## src/rtl/circuit_pkg.sv

```systemverilog
// rtl/circuit_pkg.sv - shared constants for the Fibonacci sequence generator
//
// Purpose : default width and reset values shared by circuit and its sub-module.
// Ports   : none (package).
package circuit_pkg;

  localparam int CIRCUIT_W_DEFAULT = 96;

  // Reset state: y holds F(0), b holds F(1).
  localparam int Y_RST = 0;
  localparam int B_RST = 1;

endpackage

```

## src/rtl/circuit_en_reg.sv

```systemverilog
// rtl/circuit_en_reg.sv - W-bit enabled register with async active-low reset
//
// Purpose : storage element used for y, b and the optional sticky overflow bit.
// Ports   : clk     - clock, rising edge
//           rst     - asynchronous active-low reset, loads RST_VAL
//           i_en    - load enable
//           i_d     - next value
//           o_q     - registered value
module circuit_en_reg #(
  parameter int           W       = 96,
  parameter logic [W-1:0] RST_VAL = '0
) (
  input  logic         clk,
  input  logic         rst,
  input  logic         i_en,
  input  logic [W-1:0] i_d,
  output logic [W-1:0] o_q
);

  logic [W-1:0] r_q;

  always_ff @(posedge clk or negedge rst) begin
    if (!rst) begin
      r_q <= RST_VAL;
    end else if (i_en) begin
      r_q <= i_d;
    end
  end

  assign o_q = r_q;

endmodule

```

## src/rtl/circuit.sv

```systemverilog
// rtl/circuit.sv - free-running Fibonacci sequence generator, modulo 2^W
//
// Purpose : each enabled edge advances y to the next Fibonacci term.
//           Optional macro CIRCUIT_OVF_EN adds a sticky carry-out flag.
// Ports   : clk  - clock, rising edge
//           rst  - asynchronous active-low reset (y=0, b=1, ovf=0)
//           en   - advance enable
//           y    - current term F(n), registered
//           ovf  - sticky overflow flag (only with CIRCUIT_OVF_EN)
module circuit
  import circuit_pkg::*;
#(
  parameter int W = CIRCUIT_W_DEFAULT
) (
  input  logic         clk,
  input  logic         rst,
  input  logic         en,
  output logic [W-1:0] y
`ifdef CIRCUIT_OVF_EN
  ,
  output logic         ovf
`endif
);

  logic [W-1:0] w_y;
  logic [W-1:0] w_b;
  logic [W-1:0] w_sum;

`ifdef CIRCUIT_OVF_EN
  logic [W:0] w_sum_full;
  logic       w_carry;
  logic [0:0] w_ovf;

  // One extra bit only to observe the carry; the stored term still wraps.
  assign w_sum_full = {1'b0, w_y} + {1'b0, w_b};
  assign w_sum      = w_sum_full[W-1:0];
  assign w_carry    = w_sum_full[W];

  // Sticky: only ever loads a 1, cleared solely by reset.
  circuit_en_reg #(
    .W       (1),
    .RST_VAL (1'b0)
  ) u_ovf_reg (
    .clk  (clk),
    .rst  (rst),
    .i_en (en & w_carry),
    .i_d  (1'b1),
    .o_q  (w_ovf)
  );

  assign ovf = w_ovf[0];
`else
  assign w_sum = w_y + w_b;
`endif

  circuit_en_reg #(
    .W       (W),
    .RST_VAL (W'(Y_RST))
  ) u_y_reg (
    .clk  (clk),
    .rst  (rst),
    .i_en (en),
    .i_d  (w_b),
    .o_q  (w_y)
  );

  circuit_en_reg #(
    .W       (W),
    .RST_VAL (W'(B_RST))
  ) u_b_reg (
    .clk  (clk),
    .rst  (rst),
    .i_en (en),
    .i_d  (w_sum),
    .o_q  (w_b)
  );

  assign y = w_y;

endmodule

```

## config.mk

```make
export PLATFORM = sky130hd
export DESIGN_NAME = circuit
export DESIGN_NICKNAME = d
export VERILOG_FILES = /design/src/rtl/circuit_pkg.sv /design/src/rtl/circuit_en_reg.sv /design/src/rtl/circuit.sv
export SDC_FILE = /design/constraint.sdc
export NUM_CORES = 1
export LEC_CHECK = 0
export CAP_MARGIN = 5
export CORE_UTILIZATION = 50
export CTS_BUF_LIST = sky130_fd_sc_hd__clkbuf_16
export DETAILED_ROUTE_END_ITERATION = 8
export PLACE_DENSITY_LB_ADDON = 0.08
export SLEW_MARGIN = 20
export SYNTH_ARGS = -nofsm -noshare
export SYNTH_HDL_FRONTEND = slang
export SYNTH_SLANG_ARGS = --single-unit
```

## constraint.sdc

```tcl
create_clock -name clk -period 4 [get_ports clk]
set_clock_uncertainty 0.1 [all_clocks]
set_input_delay 0.6 -clock clk [delete_from_list [all_inputs] [get_ports clk]]
set_output_delay 0.6 -clock clk [all_outputs]
set_load 0.03 [all_outputs]
```

==> results of run 1 <==
[placed cells by master, fill, tap and decap left out, types with 15 or more instances in the layout]
cell,instances
nor2_1,66
mux2_2,185
nor3_1,15
a21oi_1,137
nand3_1,20
dfrtp_1,191
nand2_1,93
inv_1,39
clkbuf_16,17
a21o_1,38
o21ai_0,78
xnor2_1,59
xor2_1,35
o21bai_1,27
clkdlybuf4s50_1,96
ha_1,92
nand4_1,40
[critical path, stage by stage (launching register included)]
cell      delay [ps]
dfrtp_1          400
ha_1             250
fa_1             420
a21o_1           200
a221oi_2         220
buf_4            180
nor2_2            60
o221ai_2         240
a211oi_2         170
o31ai_2          310
and2_4           260
o41ai_2          120
a221o_1          340
xor2_1           150
mux2_2           260
[sequential cells by signal, summed over array words and instances (netlist names)]
register / cells
u_b_reg.o_q: 96
u_y_reg.o_q: 96
[report_power, final]
group	leakage [nW]	internal, mW	switching (mW)	total, mW
Sequential	2.40	2.65	0.548	3.19
Clock	0.281	0.882	0.833	1.72
Combinational	3.86	3.85	4.95	8.79
Total	6.55	7.37	6.33	13.7
[final timing paths]
check	to	slack (ps)	from	cells past startpoint
max in group asynchronous	u_b_reg.o_q[0]	2780	rst	2
setup / recovery	u_b_reg.o_q[94]	200	u_y_reg.o_q[0]	14
hold reg to reg	u_b_reg.o_q[95]	390	u_b_reg.o_q[95]	1
hold / removal	u_y_reg.o_q[9]	100	rst	1
min in group clk	u_b_reg.o_q[95]	390	u_b_reg.o_q[95]	1
setup reg to reg	u_b_reg.o_q[94]	200	u_y_reg.o_q[0]	14
[repair_timing]
action,4_1_cts,5_1_grt
gates resized for setup,2,10
endpoints found under the setup margin,3,5
pin swaps,0,3
[logic make-up after synthesis]
kind of cell             after synthesis  share of synthesized area [%]
AND/OR/NAND/NOR                      281                          10.21
buffers and inverters                107                          3.866
adder cells (fa/ha/maj)               96                          9.198
AO/OA/AOI/OAI                        377                          18.03
XOR/XNOR                              94                          6.265
multiplexers                         185                          15.85
flip-flops                           192                          36.57
[metrics by stage]
stage | TNS [ps] | utilization (%) | cell area (um2) | hold WS [ps]
5_1_grt | 0 | 58.55 | 14910 | 150.7
3_3_place_gp | -18.28 | 56.15 | 14300 | 382.2
4_1_cts | 0 | 58.43 | 14880 | 139.6
2_1_floorplan | 0 | - | 13140 | 204.4
3_5_place_dp | -86.22 | 56.15 | 14300 | 361.9
6_report | 0 | 58.55 | 14910 | 99.10
[area by class of cell]
type                            count  area (um2)  area share, %
Inverter                           38       142.6         0.9565
Timing Repair Buffer              112        1116          7.484
Tap cell                          330       412.9          2.769
Clock buffer                       17       425.4          2.853
Multi-Input combinational cell   1033        7860          52.71
Sequential cell                   192        4806          32.23
Clock inverter                     15       150.1          1.007
[synthesized netlist by cell type, types with 3 or more instances]
| cell | instances | area share, % |
|---|---|---|
| ha_1 | 95 | 9.0 |
| o221ai_1 | 3 | 0.20 |
| a211oi_1 | 11 | 0.63 |
| mux2_2 | 185 | 16 |
| buf_2 | 14 | 0.53 |
| a221o_1 | 3 | 0.23 |
| nand3_1 | 20 | 0.76 |
| xnor2_1 | 59 | 3.9 |
| o21a_1 | 11 | 0.63 |
| or3_1 | 3 | 0.14 |
| nand2_1 | 93 | 2.7 |
| clkbuf_8 | 4 | 0.42 |
| a21o_1 | 38 | 2.2 |
| clkbuf_1 | 42 | 1.2 |
| a31oi_1 | 8 | 0.38 |
| buf_6 | 4 | 0.34 |
| inv_1 | 38 | 1.1 |
| or2_2 | 4 | 0.19 |
| a21boi_0 | 4 | 0.23 |
| a221oi_1 | 5 | 0.33 |
| a221oi_2 | 3 | 0.34 |
| a21oi_1 | 138 | 5.3 |
| nor3_1 | 15 | 0.57 |
| dfrtp_1 | 191 | 36 |
| o21bai_1 | 27 | 1.5 |
| o21ai_0 | 83 | 3.2 |
| nor4_1 | 5 | 0.24 |
| nor2b_1 | 8 | 0.38 |
| o31ai_1 | 5 | 0.29 |
| and3_2 | 4 | 0.23 |
| o211ai_1 | 11 | 0.63 |
| and3_1 | 6 | 0.29 |
| nor2_1 | 66 | 1.9 |
| xor2_1 | 35 | 2.3 |
| nand4_1 | 40 | 1.9 |
| and2_1 | 4 | 0.19 |
[metal layers]
layer / up-vias / GRT usage, % / part of all wire, %
met5: - / 0 / 0
met4: 0 / 8.081 / 2.5
met3: 47 / 3.283 / 4.2
met2: 273 / 35.92 / 45
met1: 4949 / 33.47 / 49
li1: 5028 / - / -
==> impl_metrics.yaml, run 1 <==
place:
  place_inst: 1705
  place_ws_ps: -54.31
  hpwlAfterDp_um: 23140
  gp_congestion: 0.8882
  io_buffers: 98
layout:
  syn_to_final_growth_pct: 13.49
  diodes: 0
  layout.cells.non_filler: 1737
  drive_gt1_share_pct: 18.98
  fin_nets: 1493
  nFillCells: 2284
setup_path:
  cp-end-kind: "register"
  cp-start-kind: "register"
  critPathKind: "reg -> reg"
  crit_arrival_ps: 4020
  cp_max_fo: 4
  required_ps: 4220
cts:
  htreeDepth: 4
  cts.sinks: 192
  clk_latency_ps: 440
  clockBufferDepth: 2
  cts_hold_buf: 0
  cts.reportedPaths.clkPinSlew_ps: 70
  cts-root-buf: "clkbuf_16"
  cts_tree: "yes"
  numCtsBuffers: 17
  cts_setup_buffers: 0
timing:
  fin_crit_sh_pct: 95.05
  max-slew-margin-rel_pct: 51.70
  worst_pin_slew_ps: 724.4
  slew_viol_final: 0
  rsz0062_at_grt: "no"
  hold_viol: 0
  layout_min_cycle_time_ps: 3802
  fmax_ghz: 0.2630
  setup_violations: 0
  finalWorstSetupSlack_ps: 198.0
routing:
  antenna_left: 0
  vias: 10300
  drc: 0
  wirelength_um: 30450
  viasPerCell: 5.928
  drtIter0Drc: 732
  wl_per_cell_um: 17.53
  first_pass_iters: 5
grt:
  grt.total_usage_pct: 23.35
  grt_pass1_wl_um: 50280
  grt_overflow: 0
  grt_max_degree: 86
  antenna_found_initial: 0
  grt_pass1_vias: 10020
synth:
  syn_area_per_cell_um2: 9.865
  synthesis.nets: 1431
  ys_types: 73
  synth_ff_type: "dfrtp_1"
  synthesis.area_mm2: 0.01314
  ys_seq_area_share_pct: 36.57
  ys_async_sr_fraction_pct: 100.0
  yosysWarnings: 0
  synth_edf_count: 0
  synth_cells: 1332
  ys_ff_latch: 192
min_path:
  hp-class: "in -> async"
floorplanning:
  start_util_pct: 51.59
  rows: 58
  die_area_mm2: 0.02693
  dieHeight_um: 164.1
  die_x_um: 164.1
  core_mm2: 0.02547
  pin_count: 99
power:
  total_power_mw: 13.70
  p_leak_nw: 6.549
  cellPowerDensity_mw_per_mm2: 918.9
  irDropWorstVdd_mv: 0.5410
run:
  max_cap_viol_count: 0
run_status:
  status: "finished, final reports clean"
No activity file was read; power rests on OpenSTA's default activity.
==> run 2, diff against run 1 <==
CTS_CLUSTER_SIZE = 14   (was default)
==> results of run 2 <==
The final DEF is identical to that of run 1; final timing and power are the same.
==> run 3, diff against run 2 <==
CORE_ASPECT_RATIO = 0.9   (was default)
DONT_BUFFER_PORTS = 1   (was default)
PLACE_DENSITY = 0.62   (was default)
PLACE_DENSITY_LB_ADDON = default   (was 0.08)
==> impl_metrics.yaml, run 3 (same netlist as run 1, synthesis figures left out) <==
run_status:
  status: "finished, violations left"
  violations: "hold timing"
place:
  hpwlAfterDp_um: 22650
  place_inst: 1652
  gp_congestion: 0.8948
  io_buffers: 0
setup_path:
  crit_path_top_delay_cell: "dfrtp_1"
  cp_max_fo: 7
  worstSetupStartpoint: "u_y_reg.o_q[32]"
  cp-end-kind: "register"
  reg2reg_from: "u_y_reg.o_q[32]"
  required_ps: 4230
  crit_arrival_ps: 4160
  cp-start-kind: "register"
  critPathKind: "reg -> reg"
  worstPathCellList: "ha_1, a21oi_1, o21ai_0, a21o_1, a2111oi_1, buf_4, o21a_1, a211oi_2, o21ai_1, nand2_1, a221oi_1, xnor2_1, mux2_2"
  cpPeakStageDelay_ps: 510
routing:
  wirelength_um: 30420
  drc: 0
  first_pass_iters: 7
  vias: 10070
  drtIter0Drc: 640
  viasPerCell: 5.982
  wl_per_cell_um: 18.06
  antenna_left: 0
layout:
  drive_gt1_share_pct: 21.91
  final_cell_mix: "dfrtp_1 (191), mux2_2 (185), a21oi_1 (138)"
  nFillCells: 2275
  fin_nets: 1428
  final_common_cell: "dfrtp_1"
  layout.cells.non_filler: 1684
  syn_to_final_growth_pct: 7.484
  diodes: 0
floorplanning:
  start_util_pct: 51.61
  die_x_um: 172.9
  core_mm2: 0.02546
  dieHeight_um: 155.8
  die_area_mm2: 0.02693
  rows: 55
  pin_count: 99
cts:
  cts_setup_buffers: 0
  cts.reportedPaths.clkPinSlew_ps: 70
  cts_tree: "yes"
  numCtsBuffers: 17
  htreeDepth: 4
  cts-root-buf: "clkbuf_16"
  cts.sinks: 192
  clk_latency_ps: 450
  clockBufferDepth: 2
grt:
  grt.total_usage_pct: 22.90
  grt_max_degree: 196
  antenna_found_initial: 0
  grt_pass1_wl_um: 49950
  grt_pass1_vias: 9709
  grt_overflow: 0
run:
  max_cap_viol_count: 0
timing:
  fmax_ghz: 0.2542
  fin_crit_sh_pct: 98.36
  rsz0062_at_grt: "yes"
  hold_viol: 191
  layout_min_cycle_time_ps: 3934
  slew_viol_final: 0
  worst_pin_slew_ps: 530.0
  setup_violations: 0
  hold_ws_ps: -249.5
  tns_ps: 0
  max-slew-margin-rel_pct: 64.35
power:
  irDropWorstVdd_mv: 0.3914
  p_leak_nw: 6.342
  cellPowerDensity_mw_per_mm2: 932.7
min_path:
  hp-class: "in -> async"
## run 3: cell types whose count changed in the layout (fill, tap and decap cells not counted), moves of 2 or more
cell             previous run  this run
clkdlybuf4s50_1            96         0
buf_4                      12        47
clkinvlp_4                  2         4
o21ai_0                    78        82
inv_8                       4         1
clkinv_2                    0         2
buf_12                      2         0
o21ai_1                     6         2
ha_2                        3         0
ha_1                       92        95
## run 3: worst paths after layout
| path | end | slack [ps] | depth (start not counted) |
|---|---|---|---|
| max | u_b_reg.o_q[89] | 70 | 13 |
| min | u_y_reg.o_q[15] | -250 | 0 |
| max reg2reg | u_b_reg.o_q[89] | 70 | 13 |
| min reg2reg | u_b_reg.o_q[95] | 390 | 1 |
| max in group asynchronous | u_b_reg.o_q[19] | 3590 | 0 |
| min in group clk | u_b_reg.o_q[2] | 170 | 1 |
## run 3: layer usage
metal	track usage, %	wire length, um	vias to the layer above
met5	0	0	-
met4	5.310	383	0
met3	4.751	1745	27
met2	35.52	13250	262
met1	32.75	15040	4902
li1	-	-	4883
## run 3: cell type report
type	instances	area (um2)	area share, %
clock buffer	17	425.4	3.012
clock inverter	15	137.6	0.9745
inverter	38	142.6	1.010
multi-input combinational	1033	7831	55.45
sequential	192	4806	34.03
tap	342	427.9	3.030
timing repair buffer	47	352.8	2.498
## run 3: power breakdown
part           switching, mW  internal [mW]  total (mW)
combinational           4.40           3.49        7.88
sequential             0.984           2.64        3.62
clock                  0.801          0.866        1.67
## run 3: worst max-delay path: cells and delay by family (launching register included)
| kind | cells | cell delay [ps] |
|---|---|---|
| AOI/OAI and AO/OA | 8 | 1970 |
| muxes | 1 | 270 |
| buffers and inverters | 1 | 200 |
| xor gates and xnor gates | 1 | 110 |
| and+or+nand+nor | 1 | 200 |
| adders and majority gates | 1 | 460 |
| DFF | 1 | 510 |
## run 3: repair_timing
item                       in CTS  in global routing
setup endpoints to repair       0                  3
hold endpoints to repair      192                192
resized for setup               0                  2
## run 3: stage by stage
| step | util (%) | area, um2 | total power [mW] | worst slack [ps] |
|---|---|---|---|---|
| finish | 55.47 | 14120 | 13.17 | 65.78 |
| global route | 55.47 | 14120 | 14.19 | -93.92 |
| CTS | 55.45 | 14120 | 13.19 | 74.71 |
| global placement | 53.24 | 13560 | 11.38 | 68.05 |
| detailed placement | 53.24 | 13560 | 11.46 | 118.3 |
| floorplan | - | 13140 | 9.798 | 553.6 |
